[config.mk]
export PLATFORM = sky130hd
export DESIGN_NAME = branch_resolve_unit
export DESIGN_NICKNAME = d
export VERILOG_FILES = /design/src/rtl/branch_resolve_unit_pkg.sv /design/src/rtl/branch_resolve_unit_bht_counter_array.sv /design/src/rtl/branch_resolve_unit.sv
export SDC_FILE = /design/constraint.sdc
export NUM_CORES = 1
export LEC_CHECK = 0
export BUFFER_PORTS_ARGS = -buffer_cell sky130_fd_sc_hd__buf_2
export CELL_PAD_IN_SITES_DETAIL_PLACEMENT = 0
export CELL_PAD_IN_SITES_GLOBAL_PLACEMENT = 1
export CORE_ASPECT_RATIO = 0.75
export CORE_UTILIZATION = 40
export CTS_BUF_LIST = sky130_fd_sc_hd__clkbuf_4 sky130_fd_sc_hd__clkbuf_8
export DETAILED_ROUTE_END_ITERATION = 8
export PLACE_DENSITY_LB_ADDON = 0.15
export SLEW_MARGIN = 5
export SYNTH_ARGS = -nofsm -noshare
export SYNTH_HDL_FRONTEND = slang
export SYNTH_HIERARCHICAL = 1
export SYNTH_SLANG_ARGS = --single-unit
export TNS_END_PERCENT = 5
[constraint.sdc]
create_clock -name clk -period 7.15 [get_ports clk]
set_input_delay 1.43 -clock clk [delete_from_list [all_inputs] [get_ports clk]]
set_output_delay 1.43 -clock clk [all_outputs]
set_load 0.1 [all_outputs]
[src/rtl/branch_resolve_unit_pkg.sv]
// Shared types and operation codes for the branch resolve unit.
// The operation encodings mirror the ALU codes the execute stage already uses.
package branch_resolve_unit_pkg;

    localparam int unsigned XLEN_DEFAULT = 32;
    localparam int unsigned OP_W         = 4;

    typedef enum logic [OP_W-1:0] {
        ALU_SUB    = 4'h1,
        ALU_BRANCH = 4'hA,
        ALU_BLT    = 4'hB,
        ALU_BLTU   = 4'hC,
        ALU_BGE    = 4'hD,
        ALU_BGEU   = 4'hE,
        ALU_JAL    = 4'hF
    } alu_op_e;

    // Direction flags carried alongside the registered result.
    typedef struct packed {
        logic taken;
        logic mispredict;
    } br_flags_t;

    function automatic logic is_branch_op(input logic [OP_W-1:0] op);
        case (op)
            ALU_SUB, ALU_BRANCH, ALU_BLT, ALU_BLTU,
            ALU_BGE, ALU_BGEU, ALU_JAL: is_branch_op = 1'b1;
            default:                    is_branch_op = 1'b0;
        endcase
    endfunction

endpackage

[src/rtl/branch_resolve_unit_bht_counter_array.sv]
// Table of saturating direction counters: one combinational read port
// (MSB only) and one saturating update port. Reads see pre-update state.
module branch_resolve_unit_bht_counter_array
    import branch_resolve_unit_pkg::*;
#(
    parameter int unsigned ENTRIES  = 64,
    parameter int unsigned CNT_BITS = 2,
    localparam int unsigned IDX_W   = (ENTRIES > 1) ? $clog2(ENTRIES) : 1
) (
    input  logic             clk,
    input  logic             reset_n,
    input  logic [IDX_W-1:0] rd_idx_i,
    output logic             rd_taken_c_o,
    input  logic             upd_en_i,
    input  logic [IDX_W-1:0] upd_idx_i,
    input  logic             upd_taken_i
);

    // Weakly-not-taken: MSB clear, all lower bits set (zero when single-bit).
    localparam logic [CNT_BITS-1:0] CNT_WNT = CNT_BITS'((1 << (CNT_BITS - 1)) - 1);
    localparam logic [CNT_BITS-1:0] CNT_MAX = '1;

    logic [CNT_BITS-1:0] cnt_q [ENTRIES];
    logic [CNT_BITS-1:0] cnt_cur_c;
    logic [CNT_BITS-1:0] cnt_d;

    assign rd_taken_c_o = cnt_q[rd_idx_i][CNT_BITS-1];

    always_comb begin
        cnt_cur_c = cnt_q[upd_idx_i];
        cnt_d     = cnt_cur_c;
        if (upd_taken_i) begin
            if (cnt_cur_c != CNT_MAX) begin
                cnt_d = cnt_cur_c + CNT_BITS'(1);
            end
        end else if (cnt_cur_c != '0) begin
            cnt_d = cnt_cur_c - CNT_BITS'(1);
        end
    end

    always_ff @(posedge clk or negedge reset_n) begin
        if (!reset_n) begin
            for (int i = 0; i < int'(ENTRIES); i++) begin
                cnt_q[i] <= CNT_WNT;
            end
        end else if (upd_en_i) begin
            cnt_q[upd_idx_i] <= cnt_d;
        end
    end

endmodule

[src/rtl/branch_resolve_unit.sv]
// Pipelined branch/jump resolver: condition, target and redirect PC, mispredict
// detection, BHT training and statistics, with a one-entry output register.
module branch_resolve_unit
    import branch_resolve_unit_pkg::*;
#(
    parameter int unsigned XLEN        = XLEN_DEFAULT,
    parameter int unsigned BHT_ENTRIES = 64,
    parameter int unsigned CNT_BITS    = 2,
    parameter int unsigned STAT_BITS   = 32
) (
    input  logic                 clk,
    input  logic                 reset_n,
    input  logic                 in_valid,
    output logic                 in_ready,
    input  logic [OP_W-1:0]      operation,
    input  logic [XLEN-1:0]      pc,
    input  logic [XLEN-1:0]      rs1,
    input  logic [XLEN-1:0]      rs2,
    input  logic [XLEN-1:0]      imm,
    input  logic                 pred_taken,
    input  logic                 flush,
    output logic                 out_valid,
    input  logic                 out_ready,
    output logic                 out_taken,
    output logic                 out_mispredict,
    output logic [XLEN-1:0]      out_target,
    output logic [XLEN-1:0]      out_redirect_pc,
    input  logic [XLEN-1:0]      lookup_pc,
    output logic                 lookup_taken,
    output logic [STAT_BITS-1:0] stat_branches,
    output logic [STAT_BITS-1:0] stat_mispredicts
);

    localparam int unsigned IDX_W = (BHT_ENTRIES > 1) ? $clog2(BHT_ENTRIES) : 1;

    logic                 accept_c;
    logic                 is_br_c;
    logic                 taken_c;
    logic                 mispredict_c;
    logic [XLEN-1:0]      target_c;
    logic [XLEN-1:0]      seq_pc_c;
    logic [IDX_W-1:0]     upd_idx_c;
    logic [IDX_W-1:0]     rd_idx_c;

    logic                 out_valid_q,    out_valid_d;
    br_flags_t            flags_q,        flags_d;
    logic [XLEN-1:0]      target_q,       target_d;
    logic [XLEN-1:0]      redirect_q,     redirect_d;
    logic [STAT_BITS-1:0] stat_br_q,      stat_br_d;
    logic [STAT_BITS-1:0] stat_mis_q,     stat_mis_d;

    logic                 unused_lookup_bits;

    assign in_ready     = !flush && (!out_valid_q || out_ready);
    assign accept_c     = in_valid && in_ready;
    assign is_br_c      = is_branch_op(operation);
    assign target_c     = pc + imm;
    assign seq_pc_c     = pc + XLEN'(4);
    assign mispredict_c = taken_c != pred_taken;

    // Direction resolution; unrecognised codes resolve not-taken.
    always_comb begin
        taken_c = 1'b0;
        case (operation)
            ALU_SUB:    taken_c = rs1 == rs2;
            ALU_BRANCH: taken_c = rs1 != rs2;
            ALU_BLT:    taken_c = $signed(rs1) <  $signed(rs2);
            ALU_BGE:    taken_c = $signed(rs1) >= $signed(rs2);
            ALU_BLTU:   taken_c = rs1 <  rs2;
            ALU_BGEU:   taken_c = rs1 >= rs2;
            ALU_JAL:    taken_c = 1'b1;
            default:    taken_c = 1'b0;
        endcase
    end

    // Output register and statistics next-state; flush wins over everything.
    always_comb begin
        out_valid_d = out_valid_q;
        flags_d     = flags_q;
        target_d    = target_q;
        redirect_d  = redirect_q;
        stat_br_d   = stat_br_q;
        stat_mis_d  = stat_mis_q;

        if (flush) begin
            out_valid_d = 1'b0;
        end else if (accept_c) begin
            out_valid_d        = 1'b1;
            flags_d.taken      = taken_c;
            flags_d.mispredict = mispredict_c;
            target_d           = target_c;
            redirect_d         = taken_c ? target_c : seq_pc_c;
        end else if (out_ready) begin
            out_valid_d = 1'b0;
        end

        if (accept_c && is_br_c) begin
            stat_br_d = stat_br_q + STAT_BITS'(1);
            if (mispredict_c) begin
                stat_mis_d = stat_mis_q + STAT_BITS'(1);
            end
        end
    end

    always_ff @(posedge clk or negedge reset_n) begin
        if (!reset_n) begin
            out_valid_q <= 1'b0;
            flags_q     <= '0;
            target_q    <= '0;
            redirect_q  <= '0;
            stat_br_q   <= '0;
            stat_mis_q  <= '0;
        end else begin
            out_valid_q <= out_valid_d;
            flags_q     <= flags_d;
            target_q    <= target_d;
            redirect_q  <= redirect_d;
            stat_br_q   <= stat_br_d;
            stat_mis_q  <= stat_mis_d;
        end
    end

    assign out_valid        = out_valid_q;
    assign out_taken        = flags_q.taken;
    assign out_mispredict   = flags_q.mispredict;
    assign out_target       = target_q;
    assign out_redirect_pc  = redirect_q;
    assign stat_branches    = stat_br_q;
    assign stat_mispredicts = stat_mis_q;

    // Word-aligned PCs: index starts above the two byte-offset bits.
    assign upd_idx_c = pc[IDX_W+1:2];
    assign rd_idx_c  = lookup_pc[IDX_W+1:2];
    assign unused_lookup_bits = ^{lookup_pc[XLEN-1:IDX_W+2], lookup_pc[1:0]};

    branch_resolve_unit_bht_counter_array #(
        .ENTRIES  (BHT_ENTRIES),
        .CNT_BITS (CNT_BITS)
    ) u_bht (
        .clk          (clk),
        .reset_n      (reset_n),
        .rd_idx_i     (rd_idx_c),
        .rd_taken_c_o (lookup_taken),
        .upd_en_i     (accept_c && is_br_c),
        .upd_idx_i    (upd_idx_c),
        .upd_taken_i  (taken_c)
    );

endmodule

==> flow_summary.yaml <==
yosys:
  netlist_area_um2: 15800
  synthDominantCellAreaShare: 0.310
  yosysTopAreaCell: "sky130_fd_sc_hd__dfrtp_1"
  ffs_w_async_s_r_synth: 1.00
  number_of_nets_in_the_synthesized_netlist: 1867
  netlist-cell-type-count: 90
  synth_seq_area_share: 0.416
  synth_seq_cells: 259
  synth.area.top_cells: "sky130_fd_sc_hd__dfrtp_1, sky130_fd_sc_hd__dfstp_2, sky130_fd_sc_hd__nand2_1"
  synth_flop_cell: "sky130_fd_sc_hd__dfrtp_1"
  netlist_instances: 1630
  synth-edff-count: 0
  synth.avg_cell_area_um2: 9.67
  yosys_warnings: 6
die:
  die_h_um: 174
  area_of_the_core_um2: 38600
  die_width_um: 231
  num_rows: 62
  boundaryPins: 303
  floorplan.initialDensity: 0.409
  dieArea_um2: 40200
pwr:
  finalPower_mw: 4.67
  power_density_nw_per_um2: 252
  p_leak_nw: 8.50
  irDropWorstVdd_uv: 136
clocking:
  htree_num_levels: 2
  cts_bufs_inserted: 45
  clkLatencyLatePin_ns: 0.58
  tritoncts: "built"
  cts.path.max_buffers: 3
  resized_cells_post_cts: 0
  clk_transition_reported_paths_ns: 0.05
  clock_tree.root_cell: "sky130_fd_sc_hd__clkbuf_8"
  clock_sink_count: 259
  holdBufCountCts: 0
  post-cts-setup-buffers: 0
setup_path:
  worstSetupPathType: "input pin to output pin"
  worst_r2r_path_depth: 10
  setup.reg_to_reg.worst_slack_ns: 4.04
  critical_path.endpoint_type: "output pin"
  worst-endpoint-arrival_ns: 3.87
  crit-reg2reg-launch: "out_valid"
  r2r-end: "u_bht/cnt_q[29]"
  worst-endpoint-required_ns: 5.72
  crit_path_max_fanout: 16
  timing.critical_path.from_type: "input pin"
sta:
  postLayoutSetupSlackWorst_ns: 1.85
  max_slew_margin: 0.200
  worst_slew_pin_slew_ns: 1.20
  tcrit_tclk_final: 0.742
  fin_tns_setup_ns: 0
  grt_setup_unrepaired: "false"
  timing_max_transition_violations_final: 0
  finalCriticalPeriod_ns: 5.30
  setup_viol: 0
  max_freq_mhz: 189
  fin_skew_ns: 0.0325
  holdWs_ns: 0.466
  total_count_of_hold_check_failures_in_the_final_report: 0
global_routing:
  grt_pass1_wl_mm: 71.2
  grtUsageTotal: 0.226
  globalRouteOverflowTotal: 0
  grt_pass1_vias: 12400
  grt_antenna_before_repair: 2
  grt_start_max_net_pins: 110
final_layout:
  syn_to_final_growth_pct: 17.5
  stdcell_area_um2: 18500
  utilization: 0.480
  post_layout_nonfiller_instances: 2448
  final_layout_size_suffix_gt1_frac: 0.307
  final_nets: 2135
  layout_common_cells: "sky130_fd_sc_hd__nand2_1, sky130_fd_sc_hd__buf_2, sky130_fd_sc_hd__dfrtp_1"
  fillCellCount: 3709
  mostFrequentLayoutCell: "sky130_fd_sc_hd__nand2_1"
detailed_routing:
  drt_iter0_drc: 827
  viasPerCell: 5.25
  detail_route.first_pass.iterations: 5
  routed-via-count: 12800
  drc: 0
  routedWlPerCell_um: 18.5
  antenna_left: 0
  drt-total-wl_mm: 45.3
run_status:
  outcome: "complete, no violations"
worst_hold_path:
  hold_path_end: "stat_mispredicts[31]"
  min_delay_path_depth: 1
  min-delay-start: "stat_mispredicts[31]"
  min_path_type: "flip-flop to flip-flop"
placement:
  numPortBuffers: 276
  place.detailed.instances: 2363
  total_cell_area_at_the_placement_stage_um2: 17500
  dp.final_hpwl_mm: 32.9
  place_worst_setup_slack_ns: 1.83
  place.gp.congestion: 0.807
flow_run:
  cap_violations: 0
cells in the mapped netlist, types with 34 or more instances:
cell type                  count
sky130_fd_sc_hd__nand2_1     328
sky130_fd_sc_hd__dfrtp_1     195
sky130_fd_sc_hd__o21ai_0      81
sky130_fd_sc_hd__nor2_1       76
sky130_fd_sc_hd__ha_1         66
sky130_fd_sc_hd__o21ai_1      66
sky130_fd_sc_hd__dfstp_2      64
sky130_fd_sc_hd__xnor2_1      61
sky130_fd_sc_hd__o21ai_2      60
sky130_fd_sc_hd__nand3_1      58
sky130_fd_sc_hd__a21oi_1      55
sky130_fd_sc_hd__inv_1        55
sky130_fd_sc_hd__xor2_1       53
sky130_fd_sc_hd__clkbuf_1     34
area by class of cell:
| cell class | count | area (um2) | share of cell area |
|---|---|---|---|
| flip-flops and latches | 259 | 6560 | 0.354 |
| diodes | 1 | 2.50 | 0.000135 |
| multi-input cells | 1245 | 8570 | 0.463 |
| inverters | 57 | 215 | 0.0116 |
| well taps | 512 | 641 | 0.0346 |
| clock inverters | 6 | 57.6 | 0.00311 |
| repair buffers | 290 | 1510 | 0.0815 |
| clock buffers | 78 | 955 | 0.0516 |
cells by family (layout without fill, tap and decap cells):
family / count (synthesis) / after routing / share of synthesized area
XOR/XNOR: 114 / 114 / 0.0634
flip-flops: 259 / 259 / 0.416
multiplexers: 79 / 79 / 0.0845
adder cells (fa/ha/maj): 69 / 69 / 0.0553
AND/OR/NAND/NOR: 612 / 612 / 0.187
AO/OA/AOI/OAI: 371 / 371 / 0.153
buffers and inverters: 126 / 431 / 0.0407
other: 0 / 1 / 0
worst max path at each step:
| stage | from | endpoint | slack, ns | cells after the start |
|---|---|---|---|---|
| 4_1_cts | lookup_pc[2] | lookup_taken | 1.82 | 5 |
| 6_report | lookup_pc[2] | lookup_taken | 1.85 | 5 |
| 5_1_grt | lookup_pc[2] | lookup_taken | 1.74 | 5 |
| 3_5_place_dp | lookup_pc[2] | lookup_taken | 1.83 | 5 |
| 2_1_floorplan | lookup_pc[2] | lookup_taken | 1.85 | 5 |
| 3_3_place_gp | lookup_pc[2] | lookup_taken | 1.82 | 5 |
power by group:
group | switching [mW] | leakage [nW] | internal (mW)
Combinational | 1.18 | 4.72 | 0.298
Sequential | 0.0829 | 3.24 | 1.59
Clock | 0.647 | 0.542 | 0.873
Total | 1.91 | 8.50 | 2.76
critical path, stage by stage:
cell and delay, ns:
sky130_fd_sc_hd__buf_2 0.49, sky130_fd_sc_hd__mux4_2 0.63, sky130_fd_sc_hd__mux4_2 0.49, sky130_fd_sc_hd__mux4_2 0.50, sky130_fd_sc_hd__buf_2 0.31
metal layers:
metal	GRT usage	share of wire	vias to the layer above
li1	-	-	6325
met1	0.345	0.50	6104
met2	0.321	0.42	353
met3	0.0492	0.062	57
met4	0.0516	0.017	2
met5	0	0.00022	-
sequential cells by signal, indices dropped and copies added (netlist names):
signal            flops
out_valid             1
u_bht/cnt_q         128
out_redirect_pc      32
out_target           32
stat_mispredicts     32
out_taken             1
stat_branches        32
out_mispredict        1
Note: power is estimated with default switching activity, not from simulation.
